--- src/rtl/overcooked_pkg.sv ---
// Shared types and constants for the kitchen game: directions, player states,
// grid geometry and the facing-tile helper used by the player controller.
package overcooked_pkg;

    typedef enum logic [1:0] {
        DIR_UP    = 2'd0,
        DIR_DOWN  = 2'd1,
        DIR_LEFT  = 2'd2,
        DIR_RIGHT = 2'd3
    } dir_t;

    typedef enum logic [2:0] {
        PS_IDLE = 3'd0,
        PS_WALK = 3'd1,
        PS_CHOP = 3'd2
    } ps_t;

    localparam logic [2:0] GS_PLAYING = 3'd1;
    localparam int         TILE       = 32;
    localparam int         GRID_COLS  = 13;
    localparam int         GRID_ROWS  = 8;
    localparam logic [8:0] MAX_X      = 9'd384;
    localparam logic [8:0] MAX_Y      = 9'd224;

    typedef struct packed {
        logic       valid;
        logic [2:0] row;
        logic [3:0] col;
    } facing_t;

    // Moving left/up past the grid edge wraps the 11-bit sum far above the
    // grid size, so one range check covers both sides.
    function automatic facing_t facing_tile(input logic [8:0] x, input logic [8:0] y,
                                            input dir_t dir);
        facing_t    f;
        logic [10:0] tx;
        logic [10:0] ty;
        tx = {2'b00, x} + 11'd16;
        ty = {2'b00, y} + 11'd16;
        case (dir)
            DIR_UP:   ty = ty - 11'd32;
            DIR_DOWN: ty = ty + 11'd32;
            DIR_LEFT: tx = tx - 11'd32;
            default:  tx = tx + 11'd32;
        endcase
        f = '0;
        if (tx < 11'(GRID_COLS * TILE) && ty < 11'(GRID_ROWS * TILE)) begin
            f.valid = 1'b1;
            f.col   = tx[8:5];
            f.row   = ty[7:5];
        end
        return f;
    endfunction

endpackage

--- src/rtl/collision_check.sv ---
// Combinational test of whether a 32x32 sprite at (cand_x, cand_y) overlaps
// any blocked tile; only the four corner tiles need checking.
module collision_check
    import overcooked_pkg::*;
(
    input  logic [7:0][12:0] blocked_grid,
    input  logic [8:0]       cand_x,
    input  logic [8:0]       cand_y,
    output logic             ok
);

    localparam int TILE_LAST = TILE - 1;

    logic [9:0] x_far;
    logic [9:0] y_far;
    logic [3:0] col_near;
    logic [3:0] col_far;
    logic [2:0] row_near;
    logic [2:0] row_far;
    logic       unused_bits;

    always_comb begin
        x_far    = {1'b0, cand_x} + 10'(TILE_LAST);
        y_far    = {1'b0, cand_y} + 10'(TILE_LAST);
        col_near = cand_x[8:5];
        col_far  = x_far[8:5];
        row_near = cand_y[7:5];
        row_far  = y_far[7:5];
        ok = ~(blocked_grid[row_near][col_near] | blocked_grid[row_near][col_far] |
               blocked_grid[row_far][col_near]  | blocked_grid[row_far][col_far]);
    end

    // Positions are clamped upstream, so these bits never select a tile.
    assign unused_bits = ^{cand_x[4:0], cand_y[8], cand_y[4:0], x_far[9], x_far[4:0],
                           y_far[9:8], y_far[4:0]};

endmodule

--- src/rtl/player_controller.sv ---
// Per-player motion and action controller: once per frame moves the sprite
// with collision, sequences idle/walk/chop and emits interaction pulses.
module player_controller
    import overcooked_pkg::*;
#(
    parameter int         SPEED       = 2,
    parameter logic [8:0] START_X     = 9'd32,
    parameter logic [8:0] START_Y     = 9'd32,
    parameter int         CHOP_FRAMES = 60
) (
    input  logic             clock,
    input  logic             reset,
    input  logic             vsync_in,
    input  logic [2:0]       game_state,
    input  logic             left,
    input  logic             right,
    input  logic             up,
    input  logic             down,
    input  logic             chop,
    input  logic             carry,
    input  logic [7:0][12:0] blocked_grid,
    output logic [8:0]       player_x,
    output logic [8:0]       player_y,
    output logic [1:0]       player_direction,
    output logic [3:0]       player_state,
    output logic [3:0]       facing_col,
    output logic [2:0]       facing_row,
    output logic             facing_valid,
    output logic             chop_done,
    output logic             pickup,
    output logic             putdown
);

    localparam int         CW   = $clog2(CHOP_FRAMES + 1);
    localparam logic [8:0] STEP = 9'(SPEED);

    logic          vsync_q, tick, playing;
    logic          carry_q, carry_qq;
    logic          has_dir, cand_ok;
    dir_t          sel_dir, dir_q;
    logic [8:0]    cand_x, cand_y;
    ps_t           state_q, state_d;
    logic [CW-1:0] chop_cnt, chop_cnt_d;
    logic          chop_done_d;
    facing_t       face_q;

    logic          s1_valid, s1_has_dir, s1_chop_ok, s1_ok;
    dir_t          s1_dir;
    logic [8:0]    s1_x, s1_y;

    assign tick    = vsync_in & ~vsync_q;
    assign playing = (game_state == GS_PLAYING);

    // Pick the direction by priority and form the saturated candidate position.
    always_comb begin
        has_dir = up | down | left | right;
        sel_dir = DIR_RIGHT;
        if (up)        sel_dir = DIR_UP;
        else if (down) sel_dir = DIR_DOWN;
        else if (left) sel_dir = DIR_LEFT;
        cand_x = player_x;
        cand_y = player_y;
        if (has_dir) begin
            case (sel_dir)
                DIR_UP:   cand_y = (player_y < STEP) ? 9'd0 : player_y - STEP;
                DIR_DOWN: cand_y = (player_y > MAX_Y - STEP) ? MAX_Y : player_y + STEP;
                DIR_LEFT: cand_x = (player_x < STEP) ? 9'd0 : player_x - STEP;
                default:  cand_x = (player_x > MAX_X - STEP) ? MAX_X : player_x + STEP;
            endcase
        end
    end

    collision_check u_collision (
        .blocked_grid (blocked_grid),
        .cand_x       (cand_x),
        .cand_y       (cand_y),
        .ok           (cand_ok)
    );

    always_ff @(posedge clock or posedge reset) begin
        if (reset) begin
            vsync_q    <= 1'b1;
            carry_q    <= 1'b0;
            carry_qq   <= 1'b0;
            pickup     <= 1'b0;
            putdown    <= 1'b0;
            s1_valid   <= 1'b0;
            s1_has_dir <= 1'b0;
            s1_chop_ok <= 1'b0;
            s1_ok      <= 1'b0;
            s1_dir     <= DIR_DOWN;
            s1_x       <= START_X;
            s1_y       <= START_Y;
        end else begin
            vsync_q    <= vsync_in;
            carry_q    <= carry;
            carry_qq   <= carry_q;
            pickup     <= playing & carry_q & ~carry_qq;
            putdown    <= playing & ~carry_q & carry_qq;
            s1_valid   <= tick & playing;
            s1_has_dir <= has_dir;
            s1_chop_ok <= chop & face_q.valid & ~carry_q;
            s1_ok      <= cand_ok;
            s1_dir     <= sel_dir;
            s1_x       <= cand_x;
            s1_y       <= cand_y;
        end
    end

    // Behaviour decision for the frame captured in stage 1; pausing forces idle.
    always_comb begin
        state_d     = state_q;
        chop_cnt_d  = chop_cnt;
        chop_done_d = 1'b0;
        if (!playing) begin
            state_d = PS_IDLE;
        end else if (s1_valid) begin
            if (s1_has_dir) begin
                state_d    = PS_WALK;
                chop_cnt_d = '0;
            end else if (s1_chop_ok) begin
                state_d = PS_CHOP;
                if (chop_cnt == CW'(CHOP_FRAMES - 1)) begin
                    chop_cnt_d  = '0;
                    chop_done_d = 1'b1;
                end else begin
                    chop_cnt_d = chop_cnt + CW'(1);
                end
            end else begin
                state_d    = PS_IDLE;
                chop_cnt_d = '0;
            end
        end
    end

    always_ff @(posedge clock or posedge reset) begin
        if (reset) begin
            state_q   <= PS_IDLE;
            chop_cnt  <= '0;
            chop_done <= 1'b0;
            dir_q     <= DIR_DOWN;
            player_x  <= START_X;
            player_y  <= START_Y;
            face_q    <= facing_tile(START_X, START_Y, DIR_DOWN);
        end else begin
            state_q   <= state_d;
            chop_cnt  <= chop_cnt_d;
            chop_done <= chop_done_d;
            face_q    <= facing_tile(player_x, player_y, dir_q);
            if (playing && s1_valid && s1_has_dir) begin
                dir_q <= s1_dir;
                if (s1_ok) begin
                    player_x <= s1_x;
                    player_y <= s1_y;
                end
            end
        end
    end

    assign player_direction = dir_q;
    assign player_state     = {carry_q, state_q};
    assign facing_col       = face_q.col;
    assign facing_row       = face_q.row;
    assign facing_valid     = face_q.valid;

endmodule

--- config.mk ---
export PLATFORM = sky130hd
export DESIGN_NAME = player_controller
export DESIGN_NICKNAME = d
export VERILOG_FILES = /design/src/rtl/overcooked_pkg.sv /design/src/rtl/collision_check.sv /design/src/rtl/player_controller.sv
export SDC_FILE = /design/constraint.sdc
export NUM_CORES = 1
export LEC_CHECK = 0
export ABC_AREA = 1
export ABC_CLOCK_PERIOD_IN_PS = 2790
export CAP_MARGIN = 20
export CORE_MARGIN = 2
export CORE_UTILIZATION = 40
export DETAILED_ROUTE_END_ITERATION = 12
export PLACE_DENSITY = 0.7
export SYNTH_ARGS = -nofsm -noshare
export SYNTH_HDL_FRONTEND = slang
export SYNTH_SLANG_ARGS = --single-unit
--- constraint.sdc ---
create_clock -name clock -period 2.79 [get_ports clock]
set_clock_uncertainty 0.2 [all_clocks]
set_input_delay 0.558 -clock clock [delete_from_list [all_inputs] [get_ports clock]]
set_output_delay 0.558 -clock clock [all_outputs]
set_load 0.005 [all_outputs]
==> impl_metrics.py <==
metrics = {
    "status": {
        "run_status": "complete, but fails checks",
        "violations": "setup timing",
    },
    "routing": {
        "drc": 0,
        "viasPerCell": 5.137,
        "post_drt_wl_per_cell_um": 14.48,
        "drtIter0Drc": 473,
        "first_pass_iters": 6,
        "postRouteAntennaNets": 0,
        "routed_wl_um": 23710,
        "vias": 8410,
    },
    "synth": {
        "syn_area_sq_um": 6908,
        "syn_nets": 1230,
        "syn_avg_cell_area_sq_um": 6.326,
        "synthArstFlopShare_pct": 100.0,
        "synthCells": 1092,
        "synth-seq-cells": 66,
        "yosys_warnings": 0,
        "synth_edf_count": 0,
        "synth_ff_type": "dfrtp_1",
        "ys_types": 54,
        "yosysSeqAreaShare_pct": 24.09,
    },
    "setup_path": {
        "regToRegSetupSlack_ps": -460,
        "timing.rr.end": "s1_ok",
        "r2r_cells": 24,
        "required_ps": 2870,
        "path_max_fanout": 18,
        "start_kind": "flop",
        "r2r_start": "player_y[5]",
        "crit_path_end_kind": "flop",
        "crit_type": "flop to flop",
        "arrival_ps": 3330,
    },
    "timing": {
        "slew_viol_final": 0,
        "fmaxAchievable_ghz": 0.3073,
        "finalSetupViolations": 9,
        "hold_viol_final": 0,
        "finalSetupTns_ps": -2116,
        "rsz0062_at_grt": "true",
        "period_minus_slack_ps": 3254,
        "post-route-period-util_pct": 116.6,
        "setup_slack_ps": -463.7,
    },
    "power_and_ir_drop": {
        "p_clk_share_pct": 35.5,
        "intPower_w": 0.002613,
        "finalPower_w": 0.003764,
        "switchingPower_w": 0.001151,
        "p_leak_nw": 5.363,
        "ir_worst_vdd_mv": 0.3782,
        "pwr-share-comb_pct": 36.5,
        "power.density_nw_per_um2": 347.7,
        "swShare_pct": 30.58,
        "seqPwrFrac_pct": 28.0,
    },
    "global_route": {
        "grt_max_degree": 67,
        "grt_pass1_wl_um": 37740,
        "grt_overflow": 0,
        "grt_pass1_vias": 7980,
        "grt.total_usage_pct": 25.53,
        "antenna_found_initial": 0,
    },
    "floorplan": {
        "coreArea_sq_um": 17120,
        "io_pins": 151,
        "die_width_um": 135.4,
        "die_y_um": 135.4,
        "num_rows": 48,
        "initial_core_util_pct": 40.36,
        "die_area_sq_um": 18340,
    },
    "clocking": {
        "ctsHtreeMaxLevel": 3,
        "clock_latency_ps": 350,
        "numCtsBuffers": 9,
        "cts.path.max_buffers": 2,
        "clockRootBuffer": "clkbuf_16",
        "cts_sinks": 66,
        "clkTransAtPathRegs_ps": 60,
        "cts_tree": "done",
        "holdBufCountCts": 0,
    },
    "layout": {
        "multi_input_area_sq_um": 4676,
        "regArea_sq_um": 1667,
        "drive_gt1_share_pct": 25.42,
        "final_common_cell": "nand2_1",
        "fillers": 1550,
        "diodes": 0,
        "utilization_pct": 63.25,
        "area_delta_synth_final_pct": 56.71,
        "final_cell_mix": "nand2_1, buf_4, nand3_1",
        "finalNetCount": 1545,
    },
    "placement": {
        "port_buffers": 149,
        "place_hpwl_um": 17920,
        "place.gp.congestion": 0.9373,
    },
    "job": {
        "max_cap_viol_count": 0,
    },
    "hold_path": {
        "hold_path.class": "flop to flop",
        "whs_path_depth": 0,
        "hp-start": "carry_q",
        "hold_end": "carry_qq",
    },
}
worst max-delay path by stage:
stage	from	endpoint	slack, ps	cells past startpoint
3_3_place_gp	down	s1_ok	-780	22
5_1_grt	player_y[2]	s1_ok	-680	25
4_1_cts	up	s1_ok	-380	27
6_report	player_y[5]	s1_ok	-460	24
3_5_place_dp	down	s1_ok	-840	27
2_1_floorplan	player_y[5]	s1_ok	-120	26
cells in the mapped netlist, drive strengths merged (4+ instances only):
cell,count,area [sq um]
nand2,311,1225
nand3,174,915.9
inv,141,534.3
nor2,109,504.2
dfrtp,56,1401
a21oi,54,274.0
o21ai,38,197.7
buf,37,244.0
o211ai,37,297.8
xor2,26,250.2
ha,20,250.2
clkbuf,16,61.30
nand3b,14,105.1
dfstp,10,262.8
nor3,10,60.06
a31oi,5,46.29
xnor2,5,43.79
nand4,4,25.02
or2,4,27.53
layout make-up:
type                            count  share of cell area, %
Sequential cell                    66                  15.40
Clock inverter                      6                  1.052
Multi-Input combinational cell    829                  43.19
Inverter                          144                  5.120
Timing Repair Buffer              357                  30.43
Tap cell                          225                  2.601
Clock buffer                       10                  2.208
critical path, stage by stage (launching register included):
cell and delay [ps]:
dfstp_2 570, inv_4 50, buf_6 140, nand2_1 70
nor2_1 50, a21oi_1 220, nand3_1 160, nand2_1 150
nor2_4 60, nand2_4 100, nor2_8 40, nand2_4 100
nand2_4 70, nand2_4 120, buf_12 160, nand2_1 60
nand3_1 90, nand3_1 140, nand2_1 90, nor2_1 40
nor2_1 110, nand2_1 90, a21oi_2 130, nand3_1 70
nor2_1 90
power groups by stage:
| stage | Sequential (W) | Clock [W] | Combinational (W) |
|---|---|---|---|
| 6_report | 0.00106 | 0.00134 | 0.00137 |
| 5_1_grt | 0.00106 | 0.00140 | 0.00150 |
| 4_1_cts | 0.00105 | 0.00135 | 0.00130 |
| 3_5_place_dp | 0.00107 | 0 | 0.00123 |
| 3_3_place_gp | 0.00107 | 0 | 0.00122 |
| 2_1_floorplan | 0.00107 | 0 | 0.000629 |
state kept, by name (all words and copies together) (netlist names), 2 cells and up:
name and cells:
s1_dir 2, s1_y 9, s1_x 9, chop_cnt 6, player_direction 2, state_q 2
facing_row 3, player_x 9, facing_col 4, player_y 9
metal layers:
metal  share of wire, %  global-route usage [%]
met1                 41                   31.52
met2                 49                   44.73
met3                6.5                   3.367
met4                3.3                   10.82
met5                  0                       0
metrics by stage:
step	area, sq um	worst slack (ps)	cells	hold WS [ps]
detailed placement	10060	-843.0	1605	265.7
global placement	10060	-783.4	1605	243.5
finish	10830	-463.7	1637	268.3
floorplan	6962	-119.4	1092	215.8
global route	10830	-683.6	1637	285.9
CTS	10630	-378.9	1629	276.5
cells by family after synthesis:
| family | count (synthesis) | share of synthesized area [%] |
|---|---|---|
| XOR/XNOR | 31 | 4.256 |
| buffers and inverters | 197 | 12.32 |
| AND/OR/NAND/NOR | 627 | 41.55 |
| other | 1 | 0.05429 |
| adder cells (fa/ha/maj) | 22 | 4.202 |
| flip-flops | 66 | 24.09 |
| multiplexers | 2 | 0.3260 |
| AO/OA/AOI/OAI | 146 | 13.20 |
what timing repair did:
item	CTS	global route
gates resized for setup	44	26
pin swaps	12	9
gates cloned	0	1
buffers inserted	9	7
setup endpoints to repair	9	10
Note: power is estimated with default switching activity, not from simulation.
